**src/rtl/mining_job_scheduler.sv**
```systemverilog
// Mining job scheduler: accepts one job at a time, loads a single sha_hasher
// through its reset strobe, and gates hs_write_en for the requested nonce
// count plus the hasher pipeline latency. It then reports the first solution,
// or that the range was exhausted, on a result handshake that holds until consumed.
module mining_job_scheduler #(
    parameter int PIPE_LATENCY = 131,
    parameter int LOAD_CYCLES  = 2
) (
    input  logic         CLK,
    input  logic         RST,
    input  logic         job_valid,
    output logic         job_ready,
    input  logic [255:0] job_digest_initial,
    input  logic [255:0] job_midstate,
    input  logic [31:0]  job_merkle,
    input  logic [31:0]  job_time,
    input  logic [31:0]  job_target,
    input  logic [31:0]  job_nonce,
    input  logic [31:0]  job_count,
    input  logic         abort,
    output logic         hs_rst_n,
    output logic         hs_write_en,
    output logic [255:0] hs_digest_initial,
    output logic [255:0] hs_digest_in,
    output logic [31:0]  hs_merkle,
    output logic [31:0]  hs_time,
    output logic [31:0]  hs_target,
    output logic [31:0]  hs_nonce,
    input  logic         hs_valid,
    input  logic [31:0]  hs_time_out,
    input  logic [31:0]  hs_nonce_out,
    input  logic [255:0] hs_result,
    output logic         res_valid,
    input  logic         res_ready,
    output logic         res_found,
    output logic [31:0]  res_time,
    output logic [31:0]  res_nonce,
    output logic [255:0] res_hash,
    output logic         busy,
    output logic [31:0]  hash_count
);

    typedef enum logic [1:0] {
        S_IDLE,
        S_LOAD,
        S_RUN,
        S_REPORT
    } state_t;

    // Last value of the load counter; the hasher is released on that cycle.
    localparam logic [15:0] LOAD_LAST = 16'(LOAD_CYCLES - 1);

    state_t         state_q;
    logic           job_ready_q;
    logic           hs_rst_n_q;
    logic           hs_write_en_q;
    logic [255:0]   hs_digest_initial_q;
    logic [255:0]   hs_digest_in_q;
    logic [31:0]    hs_merkle_q;
    logic [31:0]    hs_time_q;
    logic [31:0]    hs_target_q;
    logic [31:0]    hs_nonce_q;
    logic           res_valid_q;
    logic           res_found_q;
    logic [31:0]    res_time_q;
    logic [31:0]    res_nonce_q;
    logic [255:0]   res_hash_q;
    logic [31:0]    hash_count_q;
    // 33 bits so that job_count = 0xFFFFFFFF plus the latency cannot wrap.
    logic [32:0]    run_cnt_q;
    logic [15:0]    load_cnt_q;

    // Job sequencing FSM; every hasher strobe and result field is registered here.
    always_ff @(posedge CLK or negedge RST) begin
        if (!RST) begin
            state_q             <= S_IDLE;
            job_ready_q         <= 1'b0;
            hs_rst_n_q          <= 1'b0;
            hs_write_en_q       <= 1'b0;
            hs_digest_initial_q <= '0;
            hs_digest_in_q      <= '0;
            hs_merkle_q         <= '0;
            hs_time_q           <= '0;
            hs_target_q         <= '0;
            hs_nonce_q          <= '0;
            res_valid_q         <= 1'b0;
            res_found_q         <= 1'b0;
            res_time_q          <= '0;
            res_nonce_q         <= '0;
            res_hash_q          <= '0;
            hash_count_q        <= '0;
            run_cnt_q           <= '0;
            load_cnt_q          <= '0;
        end else begin
            case (state_q)
                S_IDLE: begin
                    hs_rst_n_q    <= 1'b1;
                    hs_write_en_q <= 1'b0;
                    if (job_valid && job_ready_q) begin
                        job_ready_q         <= 1'b0;
                        hs_digest_initial_q <= job_digest_initial;
                        hs_digest_in_q      <= job_midstate;
                        hs_merkle_q         <= job_merkle;
                        hs_time_q           <= job_time;
                        hs_target_q         <= job_target;
                        hs_nonce_q          <= job_nonce;
                        hash_count_q        <= '0;
                        run_cnt_q           <= {1'b0, job_count} + 33'(PIPE_LATENCY);
                        load_cnt_q          <= '0;
                        if (job_count == 32'd0) begin
                            // Empty range: report straight away, hasher untouched.
                            state_q     <= S_REPORT;
                            res_valid_q <= 1'b1;
                            res_found_q <= 1'b0;
                            res_time_q  <= '0;
                            res_nonce_q <= '0;
                            res_hash_q  <= '0;
                        end else begin
                            state_q    <= S_LOAD;
                            hs_rst_n_q <= 1'b0;
                        end
                    end else begin
                        job_ready_q <= 1'b1;
                    end
                end

                S_LOAD: begin
                    if (abort) begin
                        state_q       <= S_IDLE;
                        hs_rst_n_q    <= 1'b1;
                        hs_write_en_q <= 1'b0;
                        job_ready_q   <= 1'b1;
                    end else if (load_cnt_q == LOAD_LAST) begin
                        // Release the hasher and enable it on the same edge.
                        state_q       <= S_RUN;
                        hs_rst_n_q    <= 1'b1;
                        hs_write_en_q <= 1'b1;
                    end else begin
                        load_cnt_q <= load_cnt_q + 16'd1;
                    end
                end

                S_RUN: begin
                    if (hs_write_en_q) begin
                        hash_count_q <= hash_count_q + 32'd1;
                        run_cnt_q    <= run_cnt_q - 33'd1;
                    end
                    if (abort) begin
                        state_q       <= S_IDLE;
                        hs_write_en_q <= 1'b0;
                        hs_rst_n_q    <= 1'b1;
                        job_ready_q   <= 1'b1;
                    end else if (hs_write_en_q && hs_valid) begin
                        // A solution wins even on the last enabled cycle.
                        state_q       <= S_REPORT;
                        hs_write_en_q <= 1'b0;
                        res_valid_q   <= 1'b1;
                        res_found_q   <= 1'b1;
                        res_time_q    <= hs_time_out;
                        res_nonce_q   <= hs_nonce_out;
                        res_hash_q    <= hs_result;
                    end else if (hs_write_en_q && run_cnt_q == 33'd1) begin
                        state_q       <= S_REPORT;
                        hs_write_en_q <= 1'b0;
                        res_valid_q   <= 1'b1;
                        res_found_q   <= 1'b0;
                        res_time_q    <= '0;
                        res_nonce_q   <= '0;
                        res_hash_q    <= '0;
                    end
                end

                S_REPORT: begin
                    hs_write_en_q <= 1'b0;
                    if (res_ready) begin
                        state_q     <= S_IDLE;
                        res_valid_q <= 1'b0;
                        job_ready_q <= 1'b1;
                    end
                end

                default: begin
                    state_q <= S_IDLE;
                end
            endcase
        end
    end

    assign job_ready         = job_ready_q;
    assign hs_rst_n          = hs_rst_n_q;
    assign hs_write_en       = hs_write_en_q;
    assign hs_digest_initial = hs_digest_initial_q;
    assign hs_digest_in      = hs_digest_in_q;
    assign hs_merkle         = hs_merkle_q;
    assign hs_time           = hs_time_q;
    assign hs_target         = hs_target_q;
    assign hs_nonce          = hs_nonce_q;
    assign res_valid         = res_valid_q;
    assign res_found         = res_found_q;
    assign res_time          = res_time_q;
    assign res_nonce         = res_nonce_q;
    assign res_hash          = res_hash_q;
    assign hash_count        = hash_count_q;
    assign busy              = (state_q != S_IDLE);

endmodule

```
**config.mk**
```make
export PLATFORM = sky130hd
export DESIGN_NAME = mining_job_scheduler
export DESIGN_NICKNAME = d
export VERILOG_FILES = /design/src/rtl/mining_job_scheduler.sv
export SDC_FILE = /design/constraint.sdc
export NUM_CORES = 2
export LEC_CHECK = 0
export CAP_MARGIN = 0
export CORE_AREA = 2 2 788 790
export CTS_CLUSTER_DIAMETER = 120
export DETAILED_ROUTE_END_ITERATION = 12
export DIE_AREA = 0 0 790 792
export PLACE_DENSITY = 0.3
export REMOVE_ABC_BUFFERS = 1
export SETUP_SLACK_MARGIN = 0.3
export SYNTH_ARGS = -nofsm -noshare
export SYNTH_HDL_FRONTEND = slang
export SYNTH_SLANG_ARGS = --single-unit
```
**constraint.sdc**
```tcl
create_clock -name CLK -period 3.4 [get_ports CLK]
set_clock_uncertainty 0.2 [all_clocks]
set_input_delay 0.51 -clock CLK [delete_from_list [all_inputs] [get_ports CLK]]
set_output_delay 0.51 -clock CLK [all_outputs]
set_load 0.01 [all_outputs]
```
==> flow_summary_export.csv <==
group,metric,value,unit
floorplan,fp.dieH,792,microns
clock_network,cts_root_buf,"clkbuf_16",
synthesis,synth_mux_area_frac,0.2439,
synthesis,synth_edf_count,0,
finish,drive_above_1_share,0.1887,
synthesis,synth_seq_area_share,0.5974,
timing,period_minus_slack,3.037,ns
synthesis,synth-simple-area-share,0.06838,
power_and_ir_drop,power.density,756.1,nW/um^2
finish,finish.utilization,0.1432,
floorplan,start_util,0.07107,
route,vias,40770,
global_routing,track_usage,0.1465,
route,drc,0,
clock_network,cts-buffers-inserted,170,
clock_network,clockBufferDepth,4,
global_routing,antenna_found_initial,367,
placement,hpwlAfterDp,415.1,mm
synthesis,synth-warning-count,0,
synthesis,synthTopCellsByArea,"dfrtp_1 (60%), mux2_2 (17%), mux2i_1 (7.8%)",
timing,rsz0062_at_grt,"yes",
worst_setup_path,path_buf_inv,1,
finish,final_area,88420,sq um
floorplan,die_area,625700,sq um
worst_setup_path,critical_path_arrival,2.33,ns
timing,setup_slack,0.3625,ns
placement,port_buffers,1995,
synthesis,async_flop_share,1.000,
synthesis,syn_inst,3401,
timing,timing.final.crit_share,0.8934,
worst_setup_path,critPathLaunchType,"flop",
run,max_cap_viol_count,0,
route,ant_nets,0,
clock_network,clk_pin_slew,0.06,ns
global_routing,gr-total-overflow,0,
synthesis,ys_seq_elements,1048,
worst_setup_path,critPathMaxFanout,2,
worst_setup_path,slowest_stage,"clkdlybuf4s50_1",
route,wl_per_cell,32.49,microns
worst_setup_path,critPathMaxStageDelay,1.06,ns
placement,detailed_place.area,75010,sq um
timing,fmax,329.2,MHz
finish,multiInputGateArea,15280,sq um
synthesis,synth-compound-area-share,0.02001,
worst_setup_path,cp-end-kind,"primary output",
synthesis,synth_xor_area_frac,0.01018,
synthesis,synth_top_area_share,0.5974,
route,totalWireLength,476.2,mm
floorplan,core,617600,sq um
power_and_ir_drop,vdd_drop_max,427.1,uV
timing,worstMarginPinSlew,0.9840,ns
worst_setup_path,critPathRequiredTime,2.69,ns
floorplan,pin_count,1996,
synthesis,synth.distinct_cells,64,
worst_setup_path,path_class,"flop to primary output",
global_routing,grt_pass1_wl,577.5,mm
finish,regArea,26230,sq um
finish,nets,7285,
placement,place_ws,-0.4353,ns
finish,final_cells,14660,
timing,holdWs,0.1038,ns
route,drt_first_iter_violations,2219,
timing,hold_viol,0,
status,status,"complete, no violations",
finish,nFillCells,69360,
global_routing,grt_pass1_vias,43340,
clock_network,cts_htree_levels,4,
placement,gp_congestion,0.9459,
route,drt-pass1-iter-count,5,
hold_path,hold_path.class,"input pin to flop",
worst_setup_path,path_cells,"clkdlybuf4s50_1",
placement,dp.cells,13560,
worst_setup_path,cp_top_family,"buffers and inverters",
timing,max-slew-margin-rel,0.3440,
global_routing,grt_max_degree,80,
clock_network,clkLatencyLatePin,0.85,ns
synthesis,synth_top_area_cell,"dfrtp_1",
clock_network,cts_tree,"yes",
route,viasPerCell,2.782,
power_and_ir_drop,cellLeakagePower,32.82,nW
floorplan,rows,289,
clock_network,cts_sinks,1048,
synthesis,synth_top_family_by_area,"multiplexers",
synthesis,syn_area,43900,sq um
floorplan,die_w,790,microns
synthesis,syn_avg_cell_area,12.91,sq um
finish,area_growth_syn_to_layout,101.4,%
timing,slew_violations,0,
timing,finalSetupViolations,0,
synthesis,synth_ff_type,"dfrtp_1",
synthesis,yosys.area_share.adder,0.003135,
-- timing repair --
action                                 4_1_cts  5_1_grt
gates cloned                                 5        6
endpoints found under the hold margin      871        0
buffers inserted                            19       12
setup endpoints to repair                  307      109
hold buffers                               653        0
gates resized for setup                     33       22
pin swaps                                    4        0
-- state kept, by name, summed over array words and instances, names as in the netlist --
name,flops
run_cnt_q,33
hs_write_en,1
res_hash,256
hs_target,32
hs_digest_in,256
res_time,32
hs_time,32
hs_digest_initial,256
hs_rst_n,1
load_cnt_q,16
hs_merkle,32
res_valid,1
hash_count,32
res_nonce,32
res_found,1
job_ready,1
state_q,2
hs_nonce,32
-- where the power goes --
part,leakage [nW],internal (W),total [W],switching (W)
Combinational,16.8,0.0134,0.0280,0.0146
Clock,2.88,0.0113,0.0189,0.00764
Sequential,13.1,0.0168,0.0200,0.00318
Total,32.8,0.0414,0.0669,0.0254
-- path summary, 6_finish.rpt --
kind / cells past startpoint / from / end / slack (ns)
worst max-delay path: 1 / res_hash[168]$_DFFE_PN0P_ / res_hash[168] / 0.36
worst min-delay path: 2 / job_midstate[146] / hs_digest_in[146]$_DFFE_PN0P_ / 0.10
worst max register to register: 9 / run_cnt_q[10]$_DFFE_PN0P_ / res_hash[249]$_DFFE_PN0P_ / 0.42
worst min register to register: 1 / hs_digest_initial[138]$_DFFE_PN0P_ / hs_digest_initial[138]$_DFFE_PN0P_ / 0.30
max in group asynchronous: 3 / RST / res_nonce[5]$_DFFE_PN0P_ / 1.69
min in group asynchronous: 2 / RST / res_hash[18]$_DFFE_PN0P_ / 0.12
-- cells by family after synthesis --
| kind of cell | after synthesis |
|---|---|
| compound gates | 128 |
| fa+ha+maj | 11 |
| flops | 1048 |
| buf+inv | 522 |
| mux | 989 |
| xor+xnor | 51 |
| simple gates | 652 |
-- synthesized netlist by cell type (5+ instances only) --
cell type and count:
dfrtp_1 1048, mux2_2 644, nand2_1 379, inv_1 344, mux2i_1 344, clkbuf_1 134
nor2_1 69, nand3_1 42, a21oi_1 33, buf_12 32, nand4_1 28, nor3_1 26
xor2_1 26, nor4_1 25, xnor2_1 25, o21ai_0 21, or4_1 14, and3_1 13
ha_1 11, and4_1 9, o31ai_1 9, a211oi_1 8, o22ai_1 8, buf_1 7
or3_1 7, a21o_1 6, and2_1 6, nand2b_1 6, nand4b_1 5, nor4b_1 5
-- area by class of cell --
type                       instances  area share
antenna                          102    0.002887
clock buffer                     226     0.05479
clock inverter                    77     0.01138
inverter                         344     0.01460
multi-input combinational       1831      0.1728
sequential                      1048      0.2967
tap                             8148      0.1153
timing repair buffer            2881      0.3316
-- per-stage QoR --
step | setup TNS [ns] | power [W]
after floorplan | - | 0.02390
after global placement | -126.76 | 0.04804
after detailed placement | -100.63 | 0.04801
after CTS | 0 | 0.06901
after global routing | 0 | 0.07042
final | 0 | 0.06685
-- cell usage in the layout (no fill, tap or decap), types with 28 or more instances in the layout --
master,n
mux2i_1,339
a21oi_1,33
clkbuf_8,38
dfrtp_1,1044
nand2_1,379
mux2_2,644
buf_4,163
dlygate4sd3_1,653
clkbuf_16,176
nand3_1,40
diode_2,102
clkinv_2,35
clkdlybuf4s50_1,1967
nor2_1,66
inv_1,344
buf_12,59
nand4_1,28
-- metal layers --
layer	vias up	wire length (microns)	track usage
met1	20480	193300	0.1749
met2	1990	209700	0.2295
met3	771	57610	0.07926
li1	17390	-	-
met4	142	14540	0.03483
met5	-	968	0
No activity file was read; power rests on OpenSTA's default activity.
